[src/rtl/deco_pkg.sv]
// Shared types and default geometry for the turbo decoder frame ingress.
// The FSM state enum and the frame width helper are used by the top level.
package deco_pkg;

    typedef enum logic [1:0] {StIdle, StLoad, StCommit, StGap} deco_state_e;

    localparam int unsigned DEF_BEAT_W = 21;
    localparam int unsigned DEF_BEATS  = 4;
    localparam int unsigned DEF_OUT_W  = 5;
    localparam int unsigned DEF_DEPTH  = 2;

    function automatic int unsigned frame_w(input int unsigned beat_w, input int unsigned beats);
        return beat_w * beats;
    endfunction

endpackage

[src/rtl/deco_frame_fifo.sv]
// DEPTH x WIDTH synchronous FIFO; a push into a full FIFO succeeds when a pop
// happens in the same cycle. rdata reads as zero while empty.
module deco_frame_fifo #(
    parameter int unsigned WIDTH = 84,
    parameter int unsigned DEPTH = 2
) (
    input  logic             clk,
    input  logic             rst_n,
    input  logic             push,
    input  logic [WIDTH-1:0] wdata,
    input  logic             pop,
    output logic [WIDTH-1:0] rdata,
    output logic             full,
    output logic             empty
);

    localparam int unsigned AW = $clog2(DEPTH);

    logic [WIDTH-1:0] mem [DEPTH];
    logic [AW-1:0]    wr_ptr_q, rd_ptr_q;
    logic [AW:0]      count_q;
    logic             do_push, do_pop;

    assign empty   = (count_q == '0);
    assign full    = (count_q == (AW + 1)'(DEPTH));
    assign do_pop  = pop & ~empty;
    assign do_push = push & (~full | do_pop);
    assign rdata   = empty ? '0 : mem[rd_ptr_q];

    always_ff @(posedge clk or negedge rst_n) begin
        if (!rst_n) begin
            wr_ptr_q <= '0;
            rd_ptr_q <= '0;
            count_q  <= '0;
        end else begin
            if (do_push) wr_ptr_q <= wr_ptr_q + 1'b1;
            if (do_pop)  rd_ptr_q <= rd_ptr_q + 1'b1;
            case ({do_push, do_pop})
                2'b10:   count_q <= count_q + 1'b1;
                2'b01:   count_q <= count_q - 1'b1;
                default: count_q <= count_q;
            endcase
        end
    end

    always_ff @(posedge clk) begin
        if (do_push) mem[wr_ptr_q] <= wdata;
    end

endmodule

[src/rtl/deco_frame_ingress.sv]
// Beat-wise frame deserialiser, frame FIFO and result return path for the decoder core.
// Optional DECO_DROP_CNT_EN adds an 8-bit saturating dropped-frame counter on drop_cnt_o.
module deco_frame_ingress
    import deco_pkg::*;
#(
    parameter int unsigned BEAT_W = DEF_BEAT_W,
    parameter int unsigned BEATS  = DEF_BEATS,
    parameter int unsigned OUT_W  = DEF_OUT_W,
    parameter int unsigned DEPTH  = DEF_DEPTH
) (
    input  logic                               clk_p_i,
    input  logic                               reset_n_i,
    input  logic                               start_i,
    input  logic [BEAT_W-1:0]                  data_i,
    output logic [frame_w(BEAT_W, BEATS)-1:0]  frame_o,
    output logic                               frame_valid_o,
    input  logic                               frame_ready_i,
    input  logic [OUT_W-1:0]                   res_i,
    input  logic                               res_valid_i,
    output logic [OUT_W-1:0]                   data_o,
    output logic                               done_o,
    output logic                               abort_o,
    output logic                               ovf_o
`ifdef DECO_DROP_CNT_EN
    ,
    output logic [7:0]                         drop_cnt_o
`endif
);

    localparam int unsigned FRAME_W = frame_w(BEAT_W, BEATS);
    localparam int unsigned CNT_W   = $clog2(BEATS);
    localparam int unsigned OUTST_W = $clog2(DEPTH) + 2;
    localparam logic [CNT_W-1:0] LAST_BEAT = CNT_W'(BEATS - 1);

    if (BEATS < 2 || DEPTH < 2 || (DEPTH & (DEPTH - 1)) != 0) begin : g_bad_param
        $error("deco_frame_ingress: BEATS must be >= 2, DEPTH a power of two >= 2");
    end

    deco_state_e        state_q, state_d;
    logic [CNT_W-1:0]   beat_cnt_q, beat_cnt_d;
    logic [FRAME_W-1:0] asm_q;
    logic               load_beat, push_req, abort_d, abort_q;
    logic               fifo_full, fifo_empty, pop, drop;
    logic [OUTST_W-1:0] outst_q, outst_d;
    logic               res_accept, res_orphan;
    logic [OUT_W-1:0]   data_q;
    logic               done_q, ovf_q;

    always_ff @(posedge clk_p_i or negedge reset_n_i) begin
        if (!reset_n_i) state_q <= StIdle;
        else            state_q <= state_d;
    end

    always_comb begin
        state_d = state_q;
        unique case (state_q)
            StIdle:   if (start_i) state_d = StLoad;
            StLoad: begin
                if (!start_i)                      state_d = StIdle;
                else if (beat_cnt_q == LAST_BEAT)  state_d = StCommit;
            end
            StCommit: state_d = start_i ? StGap : StIdle;
            StGap:    if (!start_i) state_d = StIdle;
            default:  state_d = StIdle;
        endcase
    end

    always_comb begin
        load_beat  = 1'b0;
        push_req   = 1'b0;
        abort_d    = 1'b0;
        beat_cnt_d = '0;
        unique case (state_q)
            StIdle:   load_beat = start_i;
            StLoad: begin
                load_beat = start_i;
                abort_d   = ~start_i;
            end
            StCommit: begin
                push_req = start_i;
                abort_d  = ~start_i;
            end
            default: ;
        endcase
        // Counter returns to zero on commit, abort or idle so beat 0 lands in the LSBs.
        if (load_beat && beat_cnt_q != LAST_BEAT) beat_cnt_d = beat_cnt_q + 1'b1;
    end

    always_ff @(posedge clk_p_i or negedge reset_n_i) begin
        if (!reset_n_i) begin
            beat_cnt_q <= '0;
            asm_q      <= '0;
            abort_q    <= 1'b0;
        end else begin
            beat_cnt_q <= beat_cnt_d;
            abort_q    <= abort_d;
            for (int b = 0; b < BEATS; b++) begin
                if (load_beat && beat_cnt_q == CNT_W'(b)) asm_q[b*BEAT_W +: BEAT_W] <= data_i;
            end
        end
    end

    deco_frame_fifo #(
        .WIDTH (FRAME_W),
        .DEPTH (DEPTH)
    ) u_fifo (
        .clk   (clk_p_i),
        .rst_n (reset_n_i),
        .push  (push_req),
        .wdata (asm_q),
        .pop   (pop),
        .rdata (frame_o),
        .full  (fifo_full),
        .empty (fifo_empty)
    );

    assign frame_valid_o = ~fifo_empty;
    assign pop           = frame_valid_o & frame_ready_i;
    assign drop          = push_req & fifo_full & ~pop;
    assign res_accept    = res_valid_i & (outst_q != '0);
    assign res_orphan    = res_valid_i & (outst_q == '0);

    always_comb begin
        case ({pop, res_accept})
            2'b10:   outst_d = outst_q + 1'b1;
            2'b01:   outst_d = outst_q - 1'b1;
            default: outst_d = outst_q;
        endcase
    end

    always_ff @(posedge clk_p_i or negedge reset_n_i) begin
        if (!reset_n_i) begin
            outst_q <= '0;
            data_q  <= '0;
            done_q  <= 1'b0;
            ovf_q   <= 1'b0;
        end else begin
            outst_q <= outst_d;
            done_q  <= res_accept;
            if (res_accept)          data_q <= res_i;
            if (drop || res_orphan)  ovf_q  <= 1'b1;
        end
    end

    assign data_o  = data_q;
    assign done_o  = done_q;
    assign abort_o = abort_q;
    assign ovf_o   = ovf_q;

`ifdef DECO_DROP_CNT_EN
    logic [7:0] drop_cnt_q;

    always_ff @(posedge clk_p_i or negedge reset_n_i) begin
        if (!reset_n_i)                        drop_cnt_q <= '0;
        else if (drop && drop_cnt_q != 8'hFF)  drop_cnt_q <= drop_cnt_q + 8'd1;
    end

    assign drop_cnt_o = drop_cnt_q;
`endif

endmodule
[config.mk]
export PLATFORM = sky130hd
export DESIGN_NAME = deco_frame_ingress
export DESIGN_NICKNAME = d
export VERILOG_FILES = /design/src/rtl/deco_pkg.sv /design/src/rtl/deco_frame_fifo.sv /design/src/rtl/deco_frame_ingress.sv
export SDC_FILE = /design/constraint.sdc
export NUM_CORES = 1
export LEC_CHECK = 0
export BUFFER_PORTS_ARGS = -buffer_cell sky130_fd_sc_hd__buf_2
export CORE_MARGIN = 3
export CORE_UTILIZATION = 50
export DETAILED_ROUTE_END_ITERATION = 10
export GPL_ROUTABILITY_DRIVEN = 0
export PLACE_DENSITY_LB_ADDON = 0.15
export SLEW_MARGIN = 30
export SYNTH_ARGS = -nofsm -noshare
export SYNTH_HDL_FRONTEND = slang
export SYNTH_SLANG_ARGS = --single-unit
[constraint.sdc]
create_clock -name clk_p_i -period 5.8 [get_ports clk_p_i]
set_input_delay 1.16 -clock clk_p_i [delete_from_list [all_inputs] [get_ports clk_p_i]]
set_output_delay 1.16 -clock clk_p_i [all_outputs]
set_load 0.01 [all_outputs]
---- Word-level counts from Yosys, hierarchy flattened ----
Memories as Yosys holds them, arrays and structs flattened.
Index checks and enable logic that the tools add are counted.
storage, ports and cells
  register bits ........................... 103
  RAM bits ................................ 168
  input bits .............................. 31
  output and inout port bits .............. 93
  logic and storage cells ................. 80
  memories kept ........................... 1
operators by class
  add/sub/neg operators ................... 7
  equality and inequality tests ........... 15
  mux-type cells .......................... 15
  bitwise operators ....................... 12
  reduce and logical (&&, ||, !) cells .... 16
memory list
  memory      words  width  rd ports  clocked after Yosys merged registers in  wr ports  line                   source
  u_fifo.mem  2      84     1         0                                        1         deco_frame_fifo.sv:19  logic [WIDTH-1:0] mem [DEPTH];
operators with widths
  cell                                                                count
  84-bit 2-to-1 mux                                                   1
  2-bit == test, second input constant                                7
  2-bit 2-to-1 mux                                                    6
  2-bit by 1-bit == test with 1-bit output, second input constant     4
  2-bit case mux with 4 select lines                                  1
  1-bit bitwise AND                                                   7
  2-bit logical NOT                                                   3
  2-bit inequality test, second input constant                        3
  3-bit case mux with 2 select lines                                  1
  1-bit logical AND                                                   5
  1-bit 2-to-1 mux                                                    5
  2-bit by 1-bit adder with 2-bit output, second input constant       2
  1-bit inverter                                                      4
  2-bit case mux with 2 select lines                                  1
  2-bit nonzero test                                                  2
  2-bit OR reduction                                                  2
  3-bit by 1-bit adder with 3-bit output, second input constant       1
  3-bit logical NOT                                                   1
  3-bit inequality test, second input constant                        1
  3-bit AND reduction                                                 1
  3-bit nonzero test                                                  1
  3-bit by 1-bit subtractor with 3-bit output, second input constant  1
  1-bit adder, second input constant                                  2
  2-bit by 1-bit subtractor with 2-bit output, second input constant  1
  other kinds (2)                                                     2

---- Depth between registers and ports, before layout ----
Gate-level depths: netlist (run 1).
  depth in word-level cells ............... 8
  depth in mapped cells ................... 10

---- By module ----
Synthesis (run 1) repeated with hierarchy kept, for this count alone.
unflattened totals
  cell total of the unflattened synthesis .. 622
  area, all modules ....................... 10,548.9 um^2
modules (own cells, without submodules)
  module              times used  cells an instance  area an instance (um^2)  sequential area each (um^2)
  deco_frame_fifo     1           377                6,581.3                  5,144.9
  deco_frame_ingress  1           245                3,967.6                  2,477.4

---- Least setup slack after synthesis (run 1) ----
Ideal clock, no wire load.
  kind .................................... input to register
  start ................................... input start_i
  end ..................................... memory u_fifo.mem[0][0] (enable)
  library setup time ...................... 527 ps
  arrival time ............................ 4,914 ps
  required time ........................... 5,273 ps
  slack ................................... 359 ps
  stages on the path ...................... 3
  buffers on the path ..................... 1
  cell sequence ........................... buf_4 > nand3_2 > nor2_1
between the ends
  word-level cells in the longest chain between the ends .. 4
RTL lines
  item                                    line                      source
  start, declared                         deco_frame_ingress.sv:13  input logic start_i,
  1-bit 2-to-1 mux                        deco_frame_ingress.sv:73  unique case (state_q)
  1-bit bitwise AND                       deco_frame_fifo.sv:27     assign do_push = push & (~full | do_pop);
  1-bit 2-to-1 mux                        deco_frame_fifo.sv:47     if (do_push) mem[wr_ptr_q] <= wdata;
  1-bit 2-to-1 mux (not written as such)  deco_frame_fifo.sv:47
  end, declared                           deco_frame_fifo.sv:19
No other way between the ends.

---- Worst setup path after layout (run 1) ----
  start ................................... register u_fifo.rd_ptr_q
  end ..................................... output frame_o[74]
between the ends
  word-level cells in the longest chain between the ends .. 2
RTL lines
  item                    line                      source
  start, declared         deco_frame_fifo.sv:20     logic [AW-1:0] wr_ptr_q, rd_ptr_q;
  start signal, assigned  deco_frame_fifo.sv:37     if (do_pop) rd_ptr_q <= rd_ptr_q + 1'b1;
  memory read 2 x 84 bit  -
  84-bit 2-to-1 mux       deco_frame_fifo.sv:28     assign rdata = empty ? '0 : mem[rd_ptr_q];
  end, declared           deco_frame_ingress.sv:15  output logic [frame_w(BEAT_W, BEATS)-1:0] frame_o,
No other way between the ends.

==> impl_metrics.py, run 1 <==
metrics = {
    "die": {
        "dieWidth_um": 150,
        "dieArea_um2": 22600,
        "rows": 52,
        "num_io_pins": 124,
        "core_um2": 20400,
        "initial_utilization_pct": 51.2,
        "die_y_um": 150,
    },
    "placed_design": {
        "placed_cells": 999,
        "port_buffers": 123,
        "dp_hpwl_um": 12000,
    },
    "timing": {
        "hold_slack_ns": 0.461,
        "final-setup-viol-count": 0,
        "skew_ns": 0.00853,
        "min_period_over_period_pct": 61.6,
        "fin_tns_setup_ns": 0,
        "maxSlewViolCount": 0,
        "period_needed_ns": 3.57,
        "rsz0062_at_grt": "false",
        "tightest_slew_ns": 0.953,
        "slew_headroom_pct": 36.5,
        "max_freq_mhz": 280,
        "final_hold_viol_count": 0,
    },
    "grt": {
        "grtUsageMet3_pct": 3.22,
        "grt_use_met2_pct": 29.2,
        "grt_pass1_wl_um": 30000,
        "grt_use_met1_pct": 23.0,
        "antenna_found_initial": 0,
        "grt_max_degree": 83,
        "grtUsageTotal_pct": 17.2,
        "overflow": 0,
        "grt-busiest-layer": "met2",
        "grt_pass1_vias": 5502,
    },
    "final_layout": {
        "layout-drive-gt1-share_pct": 35.7,
        "syn2layout_area_growth_pct": 18.4,
        "postLayoutCoreUtil_pct": 60.7,
        "n_antenna_cell": 0,
        "layout.cells.non_filler": 1049,
        "fin_nets": 801,
        "fillerInstances": 1543,
    },
    "synth": {
        "synthFlopType": "edfxtp_1",
        "synthArstFlopShare_pct": 38.0,
        "synth_cells": 620,
        "syn_avg_cell_area_um2": 16.8,
        "syn_nets": 662,
        "synth_edf_count": 168,
        "ys_seq_area_share_pct": 73.0,
        "synth_warnings": 0,
        "ys_seq_elements": 271,
        "netlist_area_um2": 10400,
        "synth.top_cell.area_share_pct": 48.3,
        "synthTopCellsByCount": "edfxtp_1, dfrtp_1, nor2_1",
        "synth_area_leaders": "edfxtp_1, dfrtp_1, mux2_2",
        "synth_most_common_cell": "edfxtp_1",
        "synth_cell_types": 28,
        "synth.largest_area_cell": "edfxtp_1",
    },
    "clock_tree": {
        "cts_root_buf": "clkbuf_16",
        "postCtsSetupBuffers": 0,
        "ctsLongestPathBuffers": 3,
        "tritoncts": "built",
        "cts_buffers": 27,
        "htree_num_levels": 1,
        "clk_pin_slew_ns": 0.06,
        "clk_latency_ns": 0.52,
        "ctsResizeCount": 0,
        "postCtsHoldBufs": 0,
        "clkSinkCount": 271,
    },
    "critical_path": {
        "cp.required_ns": 4.64,
        "arrival_ns": 2.41,
        "path_cells": "buf_4 > mux2i_1 > nor2_1 > buf_2",
        "crit_fanout": 48,
        "r2r_cells": 7,
        "cp-startpoint": "u_fifo.rd_ptr_q$_DFFE_PN0P_",
        "path_class": "reg -> out",
        "critical_path_depth": 4,
        "worst_setup_path_start_kind": "register",
        "worst_setup_path_end_kind": "output port",
        "r2r-start": "state_q[0]$_DFFE_PN0P_",
        "rr_endpoint": "u_fifo.mem[1][39]$_DFFE_PP_",
        "cp_num_buf_inv": 2,
        "timing.reg2reg.setup_slack_ns": 3.35,
        "endpoint": "frame_o[74]",
        "worst_path_max_delay_cell": "buf_4",
        "slowest_delay_ns": 0.71,
        "cp_top_family": "buffers and inverters",
    },
    "flow_run": {
        "drv_cap": 0,
    },
    "drt": {
        "drt_wl_total_um": 19300,
        "ant_nets": 0,
        "wl_per_cell_um": 18.4,
        "vias": 5346,
        "drc_errors": 0,
        "first_pass_iters": 4,
        "drt_iter0_drc": 242,
        "viasPerCell": 5.10,
    },
    "run_status": {
        "status": "finished clean",
    },
    "pwr": {
        "power.density_nw_per_um2": 528,
        "clock_power_share_pct": 27.6,
        "pwr-share-seq_pct": 44.4,
        "leakagePower_nw": 5.19,
        "intPower_w": 0.00458,
        "p_sw_w": 0.00194,
        "vdd_drop_max_mv": 0.242,
        "swShare_pct": 29.7,
        "power_frac_comb_pct": 27.9,
    },
    "hold_path": {
        "hp-class": "reg -> reg",
    },
}
## state kept, by name, indices dropped and copies added (netlist names), 2 cells and up
name and count:
u_fifo.mem 168, asm_q 84, data_o 5, outst_q 3, beat_cnt_q 2, state_q 2
u_fifo.count_q 2
## metrics by stage
step,total power [W],area (um2),setup slack (ns)
5_1_grt,0.00687,12400,2.08
6_report,0.00652,12400,2.23
2_1_floorplan,0.00414,10400,0.359
3_5_place_dp,0.00480,11400,2.72
3_3_place_gp,0.00469,11300,2.44
4_1_cts,0.00661,12300,2.17
## layout make-up
class                           instances  area [um2]  share of cell area, %
Multi-Input combinational cell        307        2580                   20.9
Clock buffer                           33         728                   5.89
Sequential cell                       271        7630                   61.7
Timing Repair Buffer                  139         831                   6.72
Tap cell                              270         338                   2.73
Inverter                               13        48.8                  0.395
Clock inverter                         16         210                   1.70
## worst min-delay path by stage
stage               depth (start not counted)                  start  slack (ns)                     endpoint
floorplan                                   0   asm_q[0]$_DFFE_PN0P_        0.44   u_fifo.mem[0][0]$_DFFE_PP_
global placement                            0  asm_q[82]$_DFFE_PN0P_        0.44  u_fifo.mem[1][82]$_DFFE_PP_
detailed placement                          0  asm_q[76]$_DFFE_PN0P_        0.45  u_fifo.mem[0][76]$_DFFE_PP_
CTS                                         0  asm_q[76]$_DFFE_PN0P_        0.46  u_fifo.mem[0][76]$_DFFE_PP_
global route                                0  asm_q[76]$_DFFE_PN0P_        0.47  u_fifo.mem[0][76]$_DFFE_PP_
finish                                      1      ovf_o$_DFFE_PN0P_        0.46            ovf_o$_DFFE_PN0P_
## logic make-up (layout without fill, tap and decap cells)
kind of cell,after synthesis,after routing,synth area share [%]
xor gates and xnor gates,8,8,0.671
and+or+nand+nor,106,106,4.06
adders and majority gates,11,11,1.39
muxes,175,175,17.9
AOI/OAI and AO/OA,7,7,0.504
DFF,271,271,73.0
buffers and inverters,42,201,2.47
## power groups by stage
stage               combinational, W  clock [W]  sequential [W]
detailed placement           0.00186          0         0.00294
floorplan                    0.00131          0         0.00284
CTS                          0.00187    0.00184         0.00290
global route                 0.00200    0.00191         0.00295
global placement             0.00180          0         0.00289
finish                       0.00182    0.00180         0.00290
## per-layer routing
layer | up-vias | wire, um
met3 | 17 | 935
met5 | - | 0
li1 | 2514 | -
met4 | 0 | 228
met2 | 107 | 9650
met1 | 2708 | 8480
## layout by cell type (no fill, tap or decap), types with 5 or more instances in the layout
cell type	synthesis	layout
bufinv_16	0	5
buf_2	10	122
nor2_1	91	88
mux2i_1	86	86
nand2_1	7	7
clkbuf_16	0	27
buf_4	7	11
xnor2_1	5	5
edfxtp_1	168	168
mux2_2	89	89
inv_1	13	13
ha_1	10	10
dfrtp_1	103	102
clkinv_2	0	5
Note: power is estimated with default switching activity, not from simulation.
==> run 2: changes to the inputs <==
--- a/config.mk
+++ b/config.mk
@@ -5,6 +5,7 @@
 export SDC_FILE = /design/constraint.sdc
 export NUM_CORES = 1
 export LEC_CHECK = 0
+export ABC_AREA = 1
 export BUFFER_PORTS_ARGS = -buffer_cell sky130_fd_sc_hd__buf_2
 export CORE_MARGIN = 3
 export CORE_UTILIZATION = 50
==> constraint.sdc (replaced) <==
create_clock -name clk_p_i -period 3.65 [get_ports clk_p_i]
set_input_delay 0.73 -clock clk_p_i [delete_from_list [all_inputs] [get_ports clk_p_i]]
set_output_delay 0.73 -clock clk_p_i [all_outputs]
set_load 0.01 [all_outputs]
==> run 2 against run 1 <==
Compared with the run above: power grew 67%; via count up 21%; synthesized cell count grew 40%; global-route usage rose by 1.1 points; non-clock buffer count decreased by 5; wire length grew 13%; sequential cell count unchanged; clock skew down 0.00083 ns; critical endpoint is now frame_o[44]; clock power increased by 54%; design area is 1.4% higher.
==> impl_metrics.py, run 2 <==
metrics = {
    "run_status": {
        "status": "finished clean",
    },
    "synth": {
        "syn_avg_cell_area_um2": 12.5,
        "ys_seq_elements": 271,
        "synth_cells": 871,
        "synthTopCellsByCount": "nand2_1, edfxtp_1, dfrtp_1",
        "syn_nets": 913,
        "synth_area_leaders": "edfxtp_1, dfrtp_1, nand2_1",
        "synth.top_cell.area_share_pct": 46.2,
        "ys_seq_area_share_pct": 69.8,
        "synthArstFlopShare_pct": 38.0,
        "synth_cell_types": 26,
        "synthFlopType": "edfxtp_1",
        "synth.largest_area_cell": "edfxtp_1",
        "synth_most_common_cell": "nand2_1",
        "netlist_area_um2": 10900,
        "synth_edf_count": 168,
        "synth_warnings": 0,
    },
    "critical_path": {
        "arrival_ns": 2.48,
        "worst_setup_path_end_kind": "output port",
        "slowest_delay_ns": 0.69,
        "worst_path_max_delay_cell": "dfrtp_2",
        "crit_fanout": 51,
        "worst_setup_path_start_kind": "register",
        "path_class": "reg -> out",
        "path_cells": "inv_2 > buf_4 > nand2_1 > a21oi_1 > buf_2",
        "cp.required_ns": 2.92,
    },
    "die": {
        "core_um2": 21200,
        "dieArea_um2": 23600,
        "num_io_pins": 124,
        "dieWidth_um": 154,
        "rows": 53,
        "die_y_um": 154,
        "initial_utilization_pct": 51.4,
    },
    "final_layout": {
        "regMostFlops": "u_fifo.mem",
        "multi_input_area_um2": 2750,
        "fillerInstances": 1787,
        "n_antenna_cell": 0,
        "fin_nets": 1032,
        "layout.cells.non_filler": 1285,
        "largest_reg_flops": 168,
        "syn2layout_area_growth_pct": 14.9,
        "postLayoutCoreUtil_pct": 59.1,
        "final_cell_mix": "nand2_1, edfxtp_1, buf_2",
        "final_common_cell": "nand2_1",
        "layout-drive-gt1-share_pct": 29.5,
        "seq_area_um2": 7620,
    },
    "timing": {
        "tightest_slew_ns": 0.850,
        "period_needed_ns": 3.21,
        "max_freq_mhz": 312,
        "final_hold_viol_count": 0,
        "slew_headroom_pct": 43.3,
        "fin_tns_setup_ns": 0,
        "timing.final.ws_setup_ns": 0.445,
        "rsz0062_at_grt": "false",
        "min_period_over_period_pct": 87.8,
        "maxSlewViolCount": 0,
        "final-setup-viol-count": 0,
        "skew_ns": 0.00770,
    },
    "drt": {
        "first_pass_iters": 5,
        "vias": 6447,
        "viasPerCell": 5.02,
        "drc_errors": 0,
        "wl_per_cell_um": 16.9,
        "drt_iter0_drc": 408,
        "ant_nets": 0,
        "drt_wl_total_um": 21700,
    },
    "grt": {
        "grt_max_degree": 59,
        "grt_pass1_wl_um": 34400,
        "grt_pass1_vias": 6240,
        "overflow": 0,
        "grtUsageTotal_pct": 18.3,
        "antenna_found_initial": 0,
    },
    "pwr": {
        "power.density_nw_per_um2": 866,
        "leakagePower_nw": 5.33,
        "vdd_drop_max_mv": 0.429,
    },
    "clock_tree": {
        "cts_root_buf": "clkbuf_16",
        "postCtsHoldBufs": 0,
        "clkSinkCount": 271,
        "clk_latency_ns": 0.52,
        "cts_buffers": 27,
        "postCtsSetupBuffers": 0,
        "tritoncts": "built",
        "clk_pin_slew_ns": 0.06,
        "ctsResizeCount": 0,
        "htree_num_levels": 1,
        "ctsLongestPathBuffers": 3,
    },
    "placed_design": {
        "port_buffers": 123,
        "placed_cells": 1236,
        "place_ws_ns": 0.785,
        "dp_hpwl_um": 13100,
    },
    "hold_path": {
        "hp-class": "in -> async",
    },
    "flow_run": {
        "drv_cap": 0,
    },
}
## run 2: changes by cell type after synthesis, moves of 12 or more
| cell | before | now |
|---|---|---|
| mux2_2 | 89 | 0 |
| buf_6 | 8 | 22 |
| mux2i_1 | 86 | 0 |
| inv_1 | 13 | 46 |
| nand3_1 | 0 | 12 |
| o21ai_2 | 0 | 50 |
| nand2_1 | 7 | 292 |
| a21oi_2 | 0 | 60 |
| o21ai_1 | 0 | 34 |
| nor2_1 | 91 | 7 |
| a21oi_1 | 1 | 25 |
## run 2: power breakdown
part / switching (W) / internal (W)
Clock: 0.00110 / 0.00168
Combinational: 0.00224 / 0.00122
Sequential: 0.000451 / 0.00418
Total: 0.00379 / 0.00707
## run 2: through the flow
| stage | total power, W | area [um2] | hold slack, ns |
|---|---|---|---|
| 2_1_floorplan | 0.00712 | 10900 | 0.434 |
| 3_3_place_gp | 0.00812 | 11600 | 0.447 |
| 3_5_place_dp | 0.00821 | 11600 | 0.452 |
| 4_1_cts | 0.0110 | 12500 | 0.313 |
| 5_1_grt | 0.0116 | 12500 | 0.328 |
| 6_report | 0.0109 | 12500 | 0.290 |
## run 2: area by class of cell
class	instances	share of cell area [%]
repair buffers	134	5.89
well taps	275	2.74
clock inverters	15	1.42
flip-flops and latches	271	60.8
inverters	49	1.50
clock buffers	34	5.76
multi-input cells	507	21.9
## run 2: metal layers
metal  vias up  GRT usage, %  share of wire (%)
met5         -             0                  0
met3        30          3.66                5.6
met4         0          3.95                1.6
met1      3089          27.3                 47
met2       152          28.3                 46
li1       3176             -                  -
## run 2: cell families (layout without fill, tap and decap cells)
family / Yosys count / in the layout / synth area share (%)
AND/OR/NAND/NOR: 323 / 323 / 11.9
flip-flops: 271 / 271 / 69.8
AO/OA/AOI/OAI: 170 / 170 / 11.6
buffers and inverters: 93 / 232 / 5.08
adder cells (fa/ha/maj): 11 / 11 / 1.33
XOR/XNOR: 3 / 3 / 0.241
## run 2: worst paths after layout
path / startpoint / to / slack [ns] / depth (start not counted)
worst max-delay path: u_fifo.rd_ptr_q$_DFFE_PN0P_ / frame_o[44] / 0.44 / 5
worst min-delay path: reset_n_i / asm_q[38]$_DFFE_PN0P_ / 0.29 / 1
worst max register to register: state_q[0]$_DFFE_PN0P_ / u_fifo.mem[0][67]$_DFFE_PP_ / 1.10 / 8
worst min register to register: asm_q[49]$_DFFE_PN0P_ / u_fifo.mem[1][49]$_DFFE_PP_ / 0.47 / 0
max in group asynchronous: reset_n_i / asm_q[9]$_DFFE_PN0P_ / 2.60 / 2
min in group clk_p_i: res_i[2] / data_o[2]$_DFFE_PN0N_ / 0.45 / 3
## run 2: critical path: cells and delay by family (launching register included)
family / cells / cell delay, ns
AO/OA/AOI/OAI: 1 / 0.25
buffers and inverters: 3 / 0.86
flip-flops: 1 / 0.69
AND/OR/NAND/NOR: 1 / 0.10
==> run 3: changes to the inputs <==
--- a/config.mk
+++ b/config.mk
@@ -5,13 +5,13 @@
 export SDC_FILE = /design/constraint.sdc
 export NUM_CORES = 1
 export LEC_CHECK = 0
-export ABC_AREA = 1
 export BUFFER_PORTS_ARGS = -buffer_cell sky130_fd_sc_hd__buf_2
 export CORE_MARGIN = 3
 export CORE_UTILIZATION = 50
 export DETAILED_ROUTE_END_ITERATION = 10
 export GPL_ROUTABILITY_DRIVEN = 0
 export PLACE_DENSITY_LB_ADDON = 0.15
+export SKIP_CTS_REPAIR_TIMING = 1
 export SLEW_MARGIN = 30
 export SYNTH_ARGS = -nofsm -noshare
 export SYNTH_HDL_FRONTEND = slang
==> run 3 against run 2 <==
Compared with the run above: utilization grew 1.4 points; cell count shrank 18%; first-iteration DRC count decreased by 37%; largest power group unchanged; via count shrank 16%; combinational power down 19%; critical endpoint is now frame_o[11]; maximum frequency grew 2.8%; count of clock-buffer cells in the layout down 1; design area shrank 1.7%; non-clock buffer count increased by 1; clock skew fell by 0.00079 ns; wire length down 11%.
==> impl_metrics.py, run 3 (synthesized netlist as in run 1, its figures left out) <==
metrics = {
    "drt": {
        "first_pass_iters": 4,
        "ant_nets": 0,
        "drt_wl_total_um": 19300,
        "drc_errors": 0,
        "vias": 5384,
        "wl_per_cell_um": 18.4,
        "drt_iter0_drc": 259,
        "viasPerCell": 5.14,
    },
    "final_layout": {
        "regMostFlops": "u_fifo.mem",
        "n_antenna_cell": 0,
        "final_common_cell": "edfxtp_1",
        "final_area_um2": 12300,
        "fillerInstances": 1545,
        "syn2layout_area_growth_pct": 18.1,
        "fin_nets": 798,
        "final_cell_mix": "edfxtp_1, buf_2, dfrtp_1",
        "layout.cells.non_filler": 1048,
        "largest_reg_flops": 168,
        "layout-drive-gt1-share_pct": 35.7,
    },
    "critical_path": {
        "cp.required_ns": 2.92,
        "crit_fanout": 56,
        "timing.reg2reg.setup_slack_ns": 1.53,
        "r2r_cells": 5,
        "arrival_ns": 2.39,
        "worst_setup_path_end_kind": "output port",
        "r2r-start": "state_q[0]$_DFFE_PN0P_",
        "path_class": "reg -> out",
        "rr_endpoint": "u_fifo.mem[0][82]$_DFFE_PP_",
        "worst_setup_path_start_kind": "register",
    },
    "clock_tree": {
        "htree_num_levels": 1,
        "cts_root_buf": "clkbuf_16",
        "clkSinkCount": 271,
        "clk_pin_slew_ns": 0.06,
        "tritoncts": "built",
        "ctsLongestPathBuffers": 3,
        "clk_latency_ns": 0.52,
        "cts_buffers": 28,
    },
    "grt": {
        "grtUsageMet3_pct": 2.98,
        "antenna_found_initial": 1,
        "grt_pass1_wl_um": 30200,
        "grt_max_degree": 85,
        "grt_use_met2_pct": 29.4,
        "grt-busiest-layer": "met2",
        "grt_pass1_vias": 5720,
        "overflow": 0,
        "grtUsageTotal_pct": 17.2,
        "grt_use_met1_pct": 23.0,
    },
    "die": {
        "dieArea_um2": 22600,
        "rows": 52,
        "dieWidth_um": 150,
        "initial_utilization_pct": 51.2,
        "core_um2": 20400,
        "num_io_pins": 124,
        "die_y_um": 150,
    },
    "timing": {
        "max_freq_mhz": 321,
        "period_needed_ns": 3.12,
        "fin_tns_setup_ns": 0,
        "rsz0062_at_grt": "false",
        "final-setup-viol-count": 0,
        "maxSlewViolCount": 0,
        "slew_headroom_pct": 46.1,
        "min_period_over_period_pct": 85.5,
        "skew_ns": 0.00691,
        "tightest_slew_ns": 0.809,
        "final_hold_viol_count": 0,
    },
    "run_status": {
        "status": "finished clean",
    },
    "placed_design": {
        "dp_hpwl_um": 11500,
        "port_buffers": 123,
        "placed_cells": 996,
        "dpl_cell_area_um2": 11300,
    },
    "pwr": {
        "vdd_drop_max_mv": 0.737,
        "power.total_w": 0.0104,
        "leakagePower_nw": 5.17,
        "power.density_nw_per_um2": 848,
    },
    "hold_path": {
        "hp-class": "in -> async",
    },
    "flow_run": {
        "drv_cap": 0,
    },
}
## run 3: area by class of cell
cell class	count	area [um2]	area share [%]
clock buffer	33	761	6.18
clock inverter	19	231	1.88
inverter	13	48.8	0.396
multi-input combinational	307	2580	20.9
sequential	271	7630	61.9
tap	270	338	2.74
timing repair buffer	135	737	5.98
## run 3: worst max-delay path by stage
stage / startpoint / end / slack, ns / cells past startpoint
after detailed placement: u_fifo.rd_ptr_q$_DFFE_PN0P_ / frame_o[11] / 1.07 / 4
after CTS: u_fifo.rd_ptr_q$_DFFE_PN0P_ / frame_o[11] / 0.50 / 4
final: u_fifo.rd_ptr_q$_DFFE_PN0P_ / frame_o[11] / 0.53 / 4
after floorplan: start_i / u_fifo.mem[0][0]$_DFFE_PP_ / -1.36 / 3
after global placement: u_fifo.rd_ptr_q$_DFFE_PN0P_ / frame_o[11] / 1.08 / 4
after global routing: u_fifo.rd_ptr_q$_DFFE_PN0P_ / frame_o[11] / 0.39 / 4
## run 3: per-stage QoR
step	hold WS, ns	utilization (%)	setup slack [ns]
after floorplan	0.434	-	-1.36
after global placement	0.442	55.6	1.08
after detailed placement	0.446	55.6	1.07
after CTS	0.373	60.5	0.497
after global routing	0.254	60.5	0.386
final	0.210	60.5	0.531
## run 3: critical path, cell delays in order (launching register included)
cell and delay (ns):
dfrtp_4 0.77, buf_12 0.43, mux2i_1 0.39, nor2_1 0.08, buf_2 0.15
## run 3: routing by layer
layer / routed length (um) / vias to the layer above / share of wire [%]
li1: - / 2516 / -
met1: 8120 / 2716 / 42
met2: 9690 / 118 / 50
met3: 1110 / 32 / 5.8
met4: 345 / 2 / 1.8
met5: 7 / - / 0.036
## run 3: power breakdown
part	leakage (nW)	switching, W	internal (W)
Combinational	1.90	0.00147	0.00134
Sequential	2.79	0.000486	0.00417
Clock	0.482	0.00113	0.00184
